### src/rtl/ram_lpm_if.sv
// User-side bus of the main-memory RAM: address/data/write-enable in,
// registered read data and initialiser status out.
interface ram_lpm_if #(
    parameter int ADDR_WIDTH = 7,
    parameter int DATA_WIDTH = 5
);
    logic [ADDR_WIDTH-1:0] address;
    logic [DATA_WIDTH-1:0] data;
    logic                  wren;
    logic [DATA_WIDTH-1:0] q;
    logic                  init_busy;

    modport master (output address, data, wren, input q, init_busy);
    modport slave  (input address, data, wren, output q, init_busy);
endinterface

### src/rtl/ram_lpm.sv
// Single-port synchronous RAM with registered read and a post-reset
// initialiser that writes mem[a] = a (low bits) to every word.
module ram_lpm #(
    parameter int ADDR_WIDTH = 7,
    parameter int DATA_WIDTH = 5
) (
    ram_lpm_if.slave bus,
    input  logic     Clock,
    input  logic     Resetn
);
    typedef enum logic {INIT, RUN} state_t;

    state_t                state;
    logic [ADDR_WIDTH-1:0] ptr;
    logic [DATA_WIDTH-1:0] init_word;
    logic [DATA_WIDTH-1:0] mem [2**ADDR_WIDTH];

    logic                  mem_we;
    logic [ADDR_WIDTH-1:0] mem_addr;
    logic [DATA_WIDTH-1:0] mem_wdata;

    generate
        if (DATA_WIDTH <= ADDR_WIDTH) begin : g_trunc
            assign init_word = ptr[DATA_WIDTH-1:0];
        end else begin : g_zext
            assign init_word = {{(DATA_WIDTH-ADDR_WIDTH){1'b0}}, ptr};
        end
    endgenerate

    // Resetn gates the enable so a write on an edge during reset is dropped.
    always_comb begin
        mem_we    = Resetn && ((state == INIT) || bus.wren);
        mem_addr  = (state == INIT) ? ptr : bus.address;
        mem_wdata = (state == INIT) ? init_word : bus.data;
    end

    always_ff @(posedge Clock) begin
        if (mem_we)
            mem[mem_addr] <= mem_wdata;
    end

    always_ff @(posedge Clock or negedge Resetn) begin
        if (!Resetn) begin
            state         <= INIT;
            ptr           <= '0;
            bus.init_busy <= 1'b1;
            bus.q         <= '0;
        end else begin
            case (state)
                INIT: begin
                    ptr   <= ptr + ADDR_WIDTH'(1);
                    bus.q <= '0;
                    if (ptr == '1) begin
                        state         <= RUN;
                        bus.init_busy <= 1'b0;
                    end
                end
                RUN: begin
                    bus.q <= bus.wren ? bus.data : mem[bus.address];
                end
                default: state <= INIT;
            endcase
        end
    end
endmodule

### src/flat_wrapper.sv
// flat-port wrapper written by rule: the top's interface ports become plain ports
module ram_lpm_flat 
#(
    parameter int ADDR_WIDTH = 7,
    parameter int DATA_WIDTH = 5
)
  (Clock, Resetn, bus_address, bus_data, bus_wren, bus_q, bus_init_busy);
  ram_lpm_if #(.ADDR_WIDTH(ADDR_WIDTH), .DATA_WIDTH(DATA_WIDTH)) bus_i ();
  input  logic Clock;
  input  logic Resetn;
  input wire logic [$bits(bus_i.address)-1:0] bus_address;
  input wire logic [$bits(bus_i.data)-1:0] bus_data;
  input wire logic [$bits(bus_i.wren)-1:0] bus_wren;
  output wire logic [$bits(bus_i.q)-1:0] bus_q;
  output wire logic [$bits(bus_i.init_busy)-1:0] bus_init_busy;
  assign bus_i.address = bus_address;
  assign bus_i.data = bus_data;
  assign bus_i.wren = bus_wren;
  assign bus_q = bus_i.q;
  assign bus_init_busy = bus_i.init_busy;
  ram_lpm #(.ADDR_WIDTH(ADDR_WIDTH), .DATA_WIDTH(DATA_WIDTH)) u_core (.bus(bus_i), .Clock(Clock), .Resetn(Resetn));
endmodule
### config.mk
export PLATFORM = sky130hd
export DESIGN_NAME = ram_lpm_flat
export DESIGN_NICKNAME = d
export VERILOG_FILES = /design/src/rtl/ram_lpm_if.sv /design/src/rtl/ram_lpm.sv /design/src/flat_wrapper.sv
export SDC_FILE = /design/constraint.sdc
export NUM_CORES = 1
export LEC_CHECK = 0
export ABC_AREA = 1
export CORE_MARGIN = 8
export CORE_UTILIZATION = 51
export CTS_BUF_LIST = sky130_fd_sc_hd__clkbuf_4
export CTS_CLUSTER_SIZE = 28
export DETAILED_ROUTE_END_ITERATION = 10
export PLACE_DENSITY = 0.69
export SYNTH_ARGS = -nofsm -noshare
export SYNTH_HDL_FRONTEND = slang
export SYNTH_SLANG_ARGS = --single-unit
### constraint.sdc
create_clock -name Clock -period 6.9 [get_ports Clock]
set_clock_uncertainty 0.2 [all_clocks]
set_input_delay 1.38 -clock Clock [delete_from_list [all_inputs] [get_ports Clock]]
set_output_delay 1.38 -clock Clock [all_outputs]
set_load 0.02 [all_outputs]
==> run metrics <==
Final HPWL DP=39000 µm; RSZ-0062 raised after global routing=false; number of enable flip-flop cells after synthesis=640; Synth area leaders=edfxtp_1, nand3_1, nand2_1; kind of critical path=register to output port; Post-Syn Area per Cell=11.6 µm²; slowest stage cell, crit path=clkdlybuf4s50_1; clock-pin slew on the worst setup and hold paths=about 70 ps; slew margin rel.=~15%; Slew @ Worst Pin=roughly 1300 ps; Syn Nets=approximately 2.4k; Synth cell types=30; area occupied by multi-input gates=around 6700 µm²; DP Cell Count=roughly 3k; Antenna Nets Post-Route=0; Synth top area share=~71%; fraction of the mapped netlist area in simple logic gates=between 20% and 30%; PwrDens=263 nW/µm²; Max Buffers Root-to-Sink=3; Post-CTS Resized=0; Startpoint Class=register; Final Hold Slack=approximately 270 ps; Vias=between 15k and 20k; Largest stage delay, worst path=630 ps; min cycle time layout=around 3800 ps; vias in the first global route=18.3k; crit path max fanout=2; Worst path depth=1; post-route setup slack=3090 ps; largest net degree at the start of global routing=198; flop-to-flop setup slack=3510 ps; GPL Wtd Cong=slightly below 0.9; Post-Synthesis Cells=around 2.4k; via/cell ratio=5.75; Synth Area in XOR/XNOR=0.161%; DRT iter0 DRCs=approximately 2.2k; setup bufs post-CTS=0; Synth async-reset ratio=2.14%; Cell Area, Placed=27700 µm²; final core occ=56.4%; critical-path cell list=clkdlybuf4s50_1; initial antenna violation count=4; hold buffers post-CTS=0; Final Cell Area=29700 µm²; dominant synthesized flop cell=edfxtp_1; Worst Setup EP=bus_init_busy; Worst Hold Path Cells=1; CTS tree=done; Critical Path RT=5320 ps; Die W=approximately 250 µm; Final Hold Viols=0; Sequential Area=roughly 20000 µm²; Clock Sinks=~650; first-pass GRT wire length=104000 µm; synthesis-stage register bit count=654; post-synthesis mux area share=0%; VDD IR max=approximately 150 µV; most common cell in the netlist=nand2_1; sequential share of the synthesized area=about 72%; core footprint=52700 µm²; Port Buf Inserts=20; first-pass iteration count of the detailed router=5; Compound-Gate Fraction of Synth Area=0.358%; CTS root buf=clkbuf_4; Fmax=263 MHz; layout cells sized above 1=12.6%; htree depth=4; Die ar.=between 60000 and 70000 µm²; Post-Layout Cell Count=3231; die outline height=247 µm; fin crit share=55.2%; Worst Path Arrival=2230 ps; leakage power of the design=0.0106 µW; Slew Viols, Final=0; Ports=21; top post-synthesis cells by count=nand2_1, edfxtp_1, nand3_1; Area Growth Syn to Fin=8.95%; row cnt=84; Mapped Area=between 20000 and 30000 µm²; r2r worst-path depth=10; main combinational cell family by area after synthesis=simple AND/OR/NAND/NOR gates; crit path capture type=output port; Clock Latency Late Sink=1000 ps; worst path bufs/invs=1; final setup violation count=0; total congestion overflow=0; CP delay by family, top=buffers and inverters; Adder-Cell Fraction of Synth Area=less than 1%; Warnings, synthesis=0; drt wl/cell=21.0 µm; pre-CTS setup slack=2090 ps; Residual DRC=0; Initial Util=51.8%; layout net count=2435; Worst R2R End=u_core.mem[66][1]; GRT Util Overall=22.4%; WL final=67900 µm; Fillers=4313; Max Cap Violations=0; hold crit path type=register to register; Num CTS Buffers=~160; FF-to-FF Start=u_core.state; cell accounting for the most synthesized area=edfxtp_1; CP Launch Point=u_core.bus.init_busy; status=finished clean
cell usage in the layout, fill, tap and decap left out, drive strengths merged:
cell	synthesis	layout
xor2	4	4
nand3	625	625
ha	1	1
o21ai	8	8
buf	124	33
bufinv	0	3
edfxtp	640	640
dfrtp	13	13
xnor2	1	1
inv	30	34
a21oi	4	4
clkbuf	25	234
nor3	5	5
diode	0	8
nor2	147	147
and3	1	1
clkinvlp	0	3
clkinv	0	35
o21a	1	1
clkdlybuf4s50	0	16
dfstp	1	1
nand2	726	726
routing by layer:
layer | vias up | global-route usage, % | share of wire [%]
met1 | 8979 | 29.1 | 40
li1 | 8518 | - | -
met4 | 0 | 10.1 | 3.7
met5 | - | 0 | 0
met2 | 913 | 35.1 | 47
met3 | 161 | 6.04 | 8.9
cell families after synthesis:
group | count (synthesis)
compound gates | 13
xor+xnor | 5
fa+ha+maj | 1
buf+inv | 179
flops | 654
simple gates | 1504
report_power, final:
part | internal (µW) | leakage (µW) | switching, µW
Combinational | 100 | 0.00356 | 259
Sequential | 4290 | 0.00582 | 0.326
Clock | 1670 | 0.00121 | 1500
Total | 6060 | 0.0106 | 1760
sequential cells by signal (all words and copies together) (netlist names):
| register | count |
|---|---|
| u_core.state | 1 |
| u_core.bus.init_busy | 1 |
| u_core.ptr | 7 |
| u_core.bus.q | 5 |
| u_core.mem | 640 |
through the flow:
step | TNS (ps) | power [µW]
after global placement | 0 | 4730
final | 0 | 7810
after global routing | 0 | 8100
after detailed placement | 0 | 4730
after CTS | 0 | 7870
after floorplan | -48360 | 4640
final cells by class:
class | instances | area share (%)
tap | 688 | 2.90
multi-input combinational | 1523 | 22.5
timing repair buffer | 49 | 1.38
clock buffer | 234 | 5.92
clock inverter | 45 | 0.906
sequential | 654 | 65.9
inverter | 30 | 0.421
antenna | 8 | 0.0674
worst min path at each step:
stage | from | end | slack, ps
6_report | u_core.ptr[4] | u_core.ptr[4] | 270
2_1_floorplan | u_core.ptr[4] | u_core.ptr[4] | 240
5_1_grt | u_core.ptr[4] | u_core.ptr[4] | 280
3_5_place_dp | u_core.ptr[4] | u_core.ptr[4] | 260
4_1_cts | u_core.ptr[4] | u_core.ptr[4] | 270
3_3_place_gp | u_core.ptr[4] | u_core.ptr[4] | 260
Power figures use the tool's default switching activity.
